## src/rtl/i2c_master_seq_pkg.sv

```systemverilog
// Shared types and constants for the i2c_master_seq sequencer.
package i2c_pkg;

   // One state per bus slot kind; START..STOP each last one or more bit slots.
   typedef enum logic [3:0] {
      StIdle,
      StStart,
      StAddr,
      StAack,
      StWr0,
      StWack0,
      StWr1,
      StWack1,
      StRd0,
      StMack,
      StRd1,
      StMnack,
      StStop,
      StDone
   } state_t;

   localparam logic RW_WRITE = 1'b0;
   localparam logic RW_READ  = 1'b1;

   // Quarter-bit phases: SCL low in the LOW phases, high in the HIGH phases.
   localparam logic [1:0] PH_LOW0  = 2'd0;
   localparam logic [1:0] PH_LOW1  = 2'd1;
   localparam logic [1:0] PH_HIGH0 = 2'd2;
   localparam logic [1:0] PH_HIGH1 = 2'd3;

   // Bit slots from accept to done: full transaction and address-NACK abort.
   localparam int unsigned SLOTS_FULL      = 29;
   localparam int unsigned SLOTS_ADDR_NACK = 11;

endpackage

```

## src/rtl/i2c_master_seq_if.sv

```systemverilog
// Request handshake plus open-drain bus pins of the i2c_master_seq sequencer.
// master: the sequencer itself; slave: the requester / bus environment.
interface i2c_master_seq_if;
   logic        req;
   logic        ready;
   logic        rw;
   logic [6:0]  slave_addr;
   logic [15:0] wdata;
   logic [15:0] rdata;
   logic        done;
   logic        ack_err;
   logic        scl_o;
   logic        scl_i;
   logic        sda_oe;
   logic        sda_i;

   modport master (
      input  req, rw, slave_addr, wdata, scl_i, sda_i,
      output ready, rdata, done, ack_err, scl_o, sda_oe
   );

   modport slave (
      output req, rw, slave_addr, wdata, scl_i, sda_i,
      input  ready, rdata, done, ack_err, scl_o, sda_oe
   );
endinterface

```

## src/rtl/i2c_tick_gen.sv

```systemverilog
// Quarter-bit timebase: CLK_DIV clocks per phase, four phases per bit slot.
// stall freezes the counter while in PH_HIGH0 (slave clock stretching).
module i2c_tick_gen
   import i2c_pkg::*;
#(
   parameter int unsigned CLK_DIV = 4
) (
   input  logic       clk,
   input  logic       rst,
   input  logic       en,
   input  logic       stall,
   output logic       phase_tick,
   output logic [1:0] phase
);

   localparam int unsigned CntW = $clog2(CLK_DIV);

   logic [CntW-1:0] div_q;
   logic [1:0]      phase_q;
   logic            hold;
   logic            last;

   assign hold       = stall && (phase_q == PH_HIGH0);
   assign last       = (div_q == CntW'(CLK_DIV - 1));
   assign phase_tick = en && !hold && last;
   assign phase      = phase_q;

   // Divider and phase counter; cleared whenever the sequencer is not running a slot.
   always_ff @(posedge clk or posedge rst) begin
      if (rst) begin
         div_q   <= '0;
         phase_q <= PH_LOW0;
      end else if (!en) begin
         div_q   <= '0;
         phase_q <= PH_LOW0;
      end else if (!hold) begin
         if (last) begin
            div_q   <= '0;
            phase_q <= phase_q + 2'd1;
         end else begin
            div_q <= div_q + CntW'(1);
         end
      end
   end

endmodule

```

## src/rtl/i2c_master_seq.sv

```systemverilog
// Single-master I2C transaction sequencer: START, address+R/W, two data bytes, STOP.
// Optional macro I2C_CLK_STRETCH_EN: honour slave clock stretching via scl_i.
module i2c_master_seq
   import i2c_pkg::*;
#(
   parameter int unsigned CLK_DIV = 4,
   parameter int unsigned ADDR_W  = 7
) (
   input logic               clk,
   input logic               rst,
   i2c_master_seq_if.master  bus
);

   state_t state_q, state_d;

   logic [ADDR_W-1:0] addr_q;
   logic              rw_q;
   logic [15:0]       wdata_q;
   logic [7:0]        sh_q;
   logic [2:0]        bit_cnt_q;
   logic              ack_smp_q;
   logic [15:0]       rx_q;
   logic [15:0]       rdata_q;
   logic              ack_err_q;

   logic       ready_s, done_s, scl_s, sda_s;
   logic       accept, tick_en, stall;
   logic       phase_tick;
   logic [1:0] phase;
   logic       slot_end, smp;

   assign ready_s  = (state_q == StIdle) || (state_q == StDone);
   assign accept   = bus.req && ready_s;
   assign tick_en  = !ready_s;
   assign slot_end = phase_tick && (phase == PH_HIGH1);
   // Sample point is the PH_HIGH0 -> PH_HIGH1 boundary.
   assign smp      = phase_tick && (phase == PH_HIGH0);

`ifdef I2C_CLK_STRETCH_EN
   assign stall = ~bus.scl_i;
`else
   assign stall = 1'b0;
   logic unused_scl_i;
   assign unused_scl_i = bus.scl_i;
`endif

   i2c_tick_gen #(
      .CLK_DIV (CLK_DIV)
   ) u_tick_gen (
      .clk        (clk),
      .rst        (rst),
      .en         (tick_en),
      .stall      (stall),
      .phase_tick (phase_tick),
      .phase      (phase)
   );

   // State register.
   always_ff @(posedge clk or posedge rst) begin
      if (rst) begin
         state_q <= StIdle;
      end else begin
         state_q <= state_d;
      end
   end

   // Next-state and bus pin decode.
   always_comb begin
      state_d = state_q;
      scl_s   = 1'b1;
      sda_s   = 1'b0;
      done_s  = 1'b0;
      case (state_q)
         StIdle: begin
            if (accept) state_d = StStart;
         end
         StStart: begin
            // SCL stays high; SDA falls halfway through the slot.
            sda_s = phase[1];
            if (slot_end) state_d = StAddr;
         end
         StAddr: begin
            scl_s = phase[1];
            sda_s = ~sh_q[7];
            if (slot_end && bit_cnt_q == 3'd7) state_d = StAack;
         end
         StAack: begin
            scl_s = phase[1];
            if (slot_end) begin
               if (ack_smp_q)            state_d = StStop;
               else if (rw_q == RW_READ) state_d = StRd0;
               else                      state_d = StWr0;
            end
         end
         StWr0: begin
            scl_s = phase[1];
            sda_s = ~sh_q[7];
            if (slot_end && bit_cnt_q == 3'd7) state_d = StWack0;
         end
         StWack0: begin
            scl_s = phase[1];
            if (slot_end) state_d = ack_smp_q ? StStop : StWr1;
         end
         StWr1: begin
            scl_s = phase[1];
            sda_s = ~sh_q[7];
            if (slot_end && bit_cnt_q == 3'd7) state_d = StWack1;
         end
         StWack1: begin
            scl_s = phase[1];
            if (slot_end) state_d = StStop;
         end
         StRd0: begin
            scl_s = phase[1];
            if (slot_end && bit_cnt_q == 3'd7) state_d = StMack;
         end
         StMack: begin
            scl_s = phase[1];
            sda_s = 1'b1;
            if (slot_end) state_d = StRd1;
         end
         StRd1: begin
            scl_s = phase[1];
            if (slot_end && bit_cnt_q == 3'd7) state_d = StMnack;
         end
         StMnack: begin
            scl_s = phase[1];
            if (slot_end) state_d = StStop;
         end
         StStop: begin
            // SDA held low, released in the last phase while SCL is high.
            scl_s = phase[1];
            sda_s = (phase != PH_HIGH1);
            if (slot_end) state_d = StDone;
         end
         StDone: begin
            done_s  = 1'b1;
            state_d = accept ? StStart : StIdle;
         end
         default: state_d = StIdle;
      endcase
   end

   // Request capture, shift registers, sampled bits and result registers.
   always_ff @(posedge clk or posedge rst) begin
      if (rst) begin
         addr_q    <= '0;
         rw_q      <= RW_WRITE;
         wdata_q   <= '0;
         sh_q      <= '0;
         bit_cnt_q <= '0;
         ack_smp_q <= 1'b0;
         rx_q      <= '0;
         rdata_q   <= '0;
         ack_err_q <= 1'b0;
      end else begin
         if (accept) begin
            addr_q    <= bus.slave_addr;
            rw_q      <= bus.rw;
            wdata_q   <= bus.wdata;
            ack_err_q <= 1'b0;
         end
         if (smp) begin
            ack_smp_q <= bus.sda_i;
            if (state_q == StRd0 || state_q == StRd1) rx_q <= {rx_q[14:0], bus.sda_i};
         end
         if (slot_end) begin
            case (state_q)
               StStart: begin
                  sh_q      <= {addr_q, rw_q};
                  bit_cnt_q <= '0;
               end
               StAddr, StWr0, StWr1: begin
                  sh_q      <= {sh_q[6:0], 1'b0};
                  bit_cnt_q <= bit_cnt_q + 3'd1;
               end
               StAack: begin
                  if (ack_smp_q) ack_err_q <= 1'b1;
                  else           sh_q      <= wdata_q[15:8];
               end
               StWack0: begin
                  if (ack_smp_q) ack_err_q <= 1'b1;
                  else           sh_q      <= wdata_q[7:0];
               end
               StWack1: begin
                  if (ack_smp_q) ack_err_q <= 1'b1;
               end
               StRd0: begin
                  bit_cnt_q <= bit_cnt_q + 3'd1;
               end
               StRd1: begin
                  bit_cnt_q <= bit_cnt_q + 3'd1;
                  if (bit_cnt_q == 3'd7) rdata_q <= rx_q;
               end
               default: ;
            endcase
         end
      end
   end

   assign bus.ready   = ready_s;
   assign bus.done    = done_s;
   assign bus.rdata   = rdata_q;
   assign bus.ack_err = ack_err_q;
   assign bus.scl_o   = scl_s;
   assign bus.sda_oe  = sda_s;

endmodule

```

## src/flat_wrapper.sv

```systemverilog
// flat-port wrapper written by rule: the top's interface ports become plain ports
module i2c_master_seq_flat import i2c_pkg::*;
#(
   parameter int unsigned CLK_DIV = 4,
   parameter int unsigned ADDR_W  = 7
)
  (clk, rst, bus_req, bus_rw, bus_slave_addr, bus_wdata, bus_scl_i, bus_sda_i, bus_ready, bus_rdata, bus_done, bus_ack_err, bus_scl_o, bus_sda_oe);
  i2c_master_seq_if bus_i ();
  input logic clk;
  input logic rst;
  input wire logic [$bits(bus_i.req)-1:0] bus_req;
  input wire logic [$bits(bus_i.rw)-1:0] bus_rw;
  input wire logic [$bits(bus_i.slave_addr)-1:0] bus_slave_addr;
  input wire logic [$bits(bus_i.wdata)-1:0] bus_wdata;
  input wire logic [$bits(bus_i.scl_i)-1:0] bus_scl_i;
  input wire logic [$bits(bus_i.sda_i)-1:0] bus_sda_i;
  output wire logic [$bits(bus_i.ready)-1:0] bus_ready;
  output wire logic [$bits(bus_i.rdata)-1:0] bus_rdata;
  output wire logic [$bits(bus_i.done)-1:0] bus_done;
  output wire logic [$bits(bus_i.ack_err)-1:0] bus_ack_err;
  output wire logic [$bits(bus_i.scl_o)-1:0] bus_scl_o;
  output wire logic [$bits(bus_i.sda_oe)-1:0] bus_sda_oe;
  assign bus_i.req = bus_req;
  assign bus_i.rw = bus_rw;
  assign bus_i.slave_addr = bus_slave_addr;
  assign bus_i.wdata = bus_wdata;
  assign bus_i.scl_i = bus_scl_i;
  assign bus_i.sda_i = bus_sda_i;
  assign bus_ready = bus_i.ready;
  assign bus_rdata = bus_i.rdata;
  assign bus_done = bus_i.done;
  assign bus_ack_err = bus_i.ack_err;
  assign bus_scl_o = bus_i.scl_o;
  assign bus_sda_oe = bus_i.sda_oe;
  i2c_master_seq #(.CLK_DIV(CLK_DIV), .ADDR_W(ADDR_W)) u_core (.clk(clk), .rst(rst), .bus(bus_i));
endmodule
```

## config.mk

```make
export PLATFORM = sky130hd
export DESIGN_NAME = i2c_master_seq_flat
export DESIGN_NICKNAME = d
export VERILOG_FILES = /design/src/rtl/i2c_master_seq_pkg.sv /design/src/rtl/i2c_master_seq_if.sv /design/src/rtl/i2c_tick_gen.sv /design/src/rtl/i2c_master_seq.sv /design/src/flat_wrapper.sv
export SDC_FILE = /design/constraint.sdc
export NUM_CORES = 1
export LEC_CHECK = 0
export ABC_AREA = 1
export CORE_ASPECT_RATIO = 0.8
export CORE_MARGIN = 1
export CORE_UTILIZATION = 35
export CTS_BUF_LIST = sky130_fd_sc_hd__clkbuf_8
export CTS_CLUSTER_SIZE = 30
export DETAILED_ROUTE_END_ITERATION = 7
export SLEW_MARGIN = 20
export SYNTH_ARGS = -nofsm -noshare
export SYNTH_HDL_FRONTEND = slang
export SYNTH_SLANG_ARGS = --single-unit
```

## constraint.sdc

```tcl
create_clock -name clk -period 2.1 [get_ports clk]
set_input_delay 0.21 -clock clk [delete_from_list [all_inputs] [get_ports clk]]
set_output_delay 0.21 -clock clk [all_outputs]
set_load 0.05 [all_outputs]
```

# Yosys cells after proc, flatten, opt, wreduce, memory -nomap -nowiden
# Cells that the tools add are included.
# classes
addsub,3
multipliers,0
div_mod_pow,0
order_cmp,0
eq_ne,32
shift,0
mux,32
bitwise,1
reduce_logical,22
# ops
cell,n
$mux W4,15
$pmux W4 S13,1
$pmux W8 S4,1
$eq A4 B4 Y1 const B,6
$ne A2 B1 Y1 const B,12
$eq A4 B3 Y1 const B,4
$mux W8,2
$reduce_and A12 Y1,1
$reduce_or A11 Y1,1
$eq A4 B2 Y1 const B,2
$mux W2,4
$mux W1,7
$eq A2 B2 Y1 const B,3
$ne A2 B2 Y1 const B,3
$pmux W3 S2,1
$reduce_or A3 Y1,2
$logic_and A1 B1 Y1,5
$reduce_or A5 Y1,1
$add A2 B1 Y2 const B,2
$eq A4 B1 Y1 const B,1
$logic_not A4 Y1,1
$pmux W1 S4,1
$reduce_and A2 Y1,2
$reduce_and A4 Y1,1
9 further kinds,11
# word_totals
register_bits,77
latchBits,0
mem_bits_rw,0
rom_bits,0
inputBits,29
output_inout_bits,21
wordCells,102
memories,0

# Logic depth before layout (Yosys ltp)
# depth
word_depth,8
depth_mapped,11

# Hierarchy
# Synthesis repeated with hierarchy kept, for this count alone.
# unflattened
hier_cells,474
hier_area_um2,3723.6
# modules_own_cells
mod,instances,cells_each,area_per_inst_um2,seq_area_each_um2
i2c_master_seq,1,444,3494.6,1826.8
i2c_tick_gen,1,30,229.0,100.1

# Least setup slack after synthesis
# No wires, ideal clock.
# synth_timing
path_type,register -> output
from,register u_core.state_q[2]
to,output bus_sda_oe
arrival_time_ps,1650
required_ps,1890
slack_ps,240
stages_incl_launch_ff,6
n_path_buf,1
path_cell_list,dfrtp_1 > inv_1 > nand2_1 > nand2_1 > buf_4 > o2111ai_1
# synth_via
elab_chain_cells,3
word_cells_on_any_way,8
classes_between,eq/ne (6); mux (1); reduce/logical (1)
# synth_rtl
element,line_no,rtl
"start, declared",i2c_master_seq.sv:14,"state_t state_q, state_d;"
"start signal, assigned",i2c_master_seq.sv:61,state_q <= StIdle;
"start signal, assigned",i2c_master_seq.sv:63,state_q <= state_d;
$eq A4 B2 Y1 or $eq A4 B3 Y1 (tied branches),i2c_master_seq.sv:73,case (state_q)
$reduce_or A3 Y1 (no line),-,
$pmux W1 S4 (*),i2c_master_seq.sv:73,
"end, declared",flat_wrapper.sv:22,output wire logic [$bits(bus_i.sda_oe)-1:0] bus_sda_oe;
# Mark *: on every way between the ends. The rest lies on a longest branch, timed or not.

# Worst setup path after layout
# layout_timing
from,register u_core.state_q[1]
to,output bus_sda_oe
# The elaborated chain is that of the path after synthesis.

==> results.md <==
- Share of cells above drive strength 1: 0.157
- Via density: 4.51
- Crit. End Element: output port
- Syn nets: 492
- All-Layer GR Usage: 0.150
- Starting density of the core: 0.367
- H-tree depth: 3
- Post-synth EDFFs: 0
- Clock latency at the later pin of the worst-skew pair: 0.35 ns
- Synth Cell Area: 0.00384 sq mm
- Ports: 50
- Ys Warns: 0
- TritonCTS Buffers: 9
- DP HPWL: 5570 um
- Most used DFF post-synth: dfrtp_1
- Sequential area share after synthesis: 0.502
- Max rail drop VDD: 0.000590 V
- R2r worst-path depth: 7
- Die Footprint: 0.0114 sq mm
- Clock sink count: 77
- DR vias: 2933
- Critical Path Fanout Max: 9
- Startpoint types: flip-flop
- Synth-to-Final Area Change: 20.7%
- PortBufs: 48
- Mapped Cells: 458
- Reg clk slew, reported paths: 0.08 ns
- Post-Syn Area per Cell: 8.38 sq um
- Post-synthesis async set-or-reset flop share: 1.00
- Routed Antenna Nets: 0
- CTS tree: built
- Die span in y: 95.7 um
- Clk buf depth: 2
- Rel. slew slack: 0.666
- Postcts setup bufs: 0
- Post-synth cell types: 32
- Status: complete, no violations
- Resized cells post-CTS: 0
- RePlAce Congestion: 0.874
- Crit path DAT: 1.77 ns
- Nets@finish: 539
- P per Cell Area: 1090 mW/mm^2
- Crit Path Class: flip-flop to output port
- Average wire per standard cell: 11.8 um
- Worst slew pin tran: 0.499 ns
- Final Setup Violations: 0
- Initial antenna violation count: 0
- Largest net degree at the start of global routing: 78
- Max Clock Skew: 0.0102 ns
- RSZ-0062 raised after global routing: no
- Fin util: 0.443
- CTS root buf: clkbuf_8
- Max-Cap Viols: 0
- Total gr overflow: 0
- Worst EP required: 1.89 ns
- Core Area: 0.0104 sq mm
- TNS Setup: 0 ns
- First-pass GRT wire length: 13500 um
- Slew Viols, Final: 0
- F_max: 505 MHz
- Reg2Reg Setup Slack: 0.27 ns
- Worst R2R Start: u_core.state_q[0]$_DFFE_PP0P_
- Final min period: 1.98 ns
- Chip width: 119 um
- Hold Buf Count CTS: 0
- Period utilization: 0.942
- Antenna Cells: 0
- FF+latch count, synth: 77
- Hold WC Path Type: input port to asynchronous set/reset pin
- Final hold vios: 0
- Row count: 33
- Leak pwr: 2.34 nW
- Detailed Route WL: 7680 um
- DRC Markers: 0
- Reg-to-Reg End: u_core.wdata_q[0]$_DFFE_PP0P_
- Pre-Repair DR Iteration Count: 4
- Iter 0 DRT Violations: 154
- Vias in the first global route: 2933
-- Yosys cell counts, drive strengths merged, types with 2 or more instances --
library cell | instances | share of area
o211ai | 2 | 0.0039
a21oi | 2 | 0.0036
clkbuf | 3 | 0.0029
buf | 13 | 0.028
nand3 | 37 | 0.052
inv | 43 | 0.042
ha | 5 | 0.016
dfrtp | 77 | 0.50
nand2 | 195 | 0.20
nand4 | 4 | 0.0082
nor2 | 33 | 0.046
o21ai | 36 | 0.076
-- per-stage QoR --
step / std cells / setup slack (ns) / area (sq um) / power, mW / hold slack, ns
global route: 650 / 0.0317 / 4630 / 5.47 / 0.339
global placement: 634 / 0.260 / 4440 / 3.99 / 0.418
finish: 650 / 0.121 / 4630 / 5.06 / 0.312
detailed placement: 634 / 0.265 / 4440 / 4.02 / 0.427
floorplan: 458 / 0.240 / 3840 / 3.47 / 0.331
CTS: 650 / 0.113 / 4630 / 5.12 / 0.341
-- final cells by class --
type	count	area, sq um
Fill cell	1076	5820
Clock buffer	12	165
Tap cell	140	175
Inverter	43	165
Multi-Input combinational cell	322	1630
Timing Repair Buffer	52	538
Clock inverter	4	30.0
Sequential cell	77	1930
-- layout by cell type, fill, tap and decap left out, drive strengths merged --
master,n
a21oi,2
a22oi,1
buf,8
clkbuf,12
clkdlybuf4s50,44
clkinv,2
clkinvlp,2
dfrtp,77
ha,5
inv,43
mux2i,1
nand2,195
nand3,37
nand3b,1
nand4,4
nor2,33
nor3,1
o2111ai,1
o211ai,2
o21ai,36
o221ai,1
o22ai,1
or2,1
-- per-layer routing --
| metal | up-vias | routed length, um | track usage |
|---|---|---|---|
| met2 | 50 | 3380 | 0.243 |
| li1 | 1530 | - | - |
| met5 | - | 0 | 0 |
| met3 | 14 | 311 | 0.0383 |
| met1 | 1339 | 3860 | 0.193 |
| met4 | 0 | 136 | 0.0570 |
-- cells by family after synthesis --
| family | after synthesis | synth area share |
|---|---|---|
| AOI/OAI and AO/OA | 44 | 0.0919 |
| adders and majority gates | 5 | 0.0163 |
| and+or+nand+nor | 272 | 0.314 |
| DFF | 77 | 0.502 |
| buffers and inverters | 59 | 0.0730 |
| muxes | 1 | 0.00261 |
-- critical path: stages, from the launching register on --
cell       delay, ns
dfrtp_1         0.54
inv_2           0.09
nand2_1         0.09
nand2_1         0.12
o2111ai_1       0.39
buf_12          0.19
-- power by group --
part / internal, mW / total, mW / leakage [nW] / switching (mW)
registers: 1.80 / 2.04 / 1.02 / 0.242
logic: 0.669 / 1.93 / 1.22 / 1.26
clock network: 0.531 / 1.08 / 0.0990 / 0.554
total: 3.00 / 5.06 / 2.34 / 2.06
-- flip-flops by register name, summed over array words and instances (netlist names), 2 cells and up --
name	cells
u_core.sh_q	8
u_core.bit_cnt_q	3
u_core.bus.rdata	16
u_core.addr_q	7
u_core.u_tick_gen.div_q	2
u_core.rx_q	16
u_core.state_q	4
u_core.wdata_q	16
u_core.u_tick_gen.phase	2
-- worst max-delay path by stage --
stage	endpoint	startpoint
after CTS	bus_sda_oe	u_core.state_q[1]$_DFFE_PP0P_
after detailed placement	u_core.wdata_q[0]$_DFFE_PP0P_	u_core.state_q[0]$_DFFE_PP0P_
after floorplan	bus_sda_oe	u_core.state_q[2]$_DFFE_PP0P_
final	bus_sda_oe	u_core.state_q[1]$_DFFE_PP0P_
after global routing	bus_sda_oe	u_core.state_q[2]$_DFFE_PP0P_
after global placement	u_core.wdata_q[0]$_DFFE_PP0P_	u_core.state_q[0]$_DFFE_PP0P_
Power figures use the tool's default switching activity.
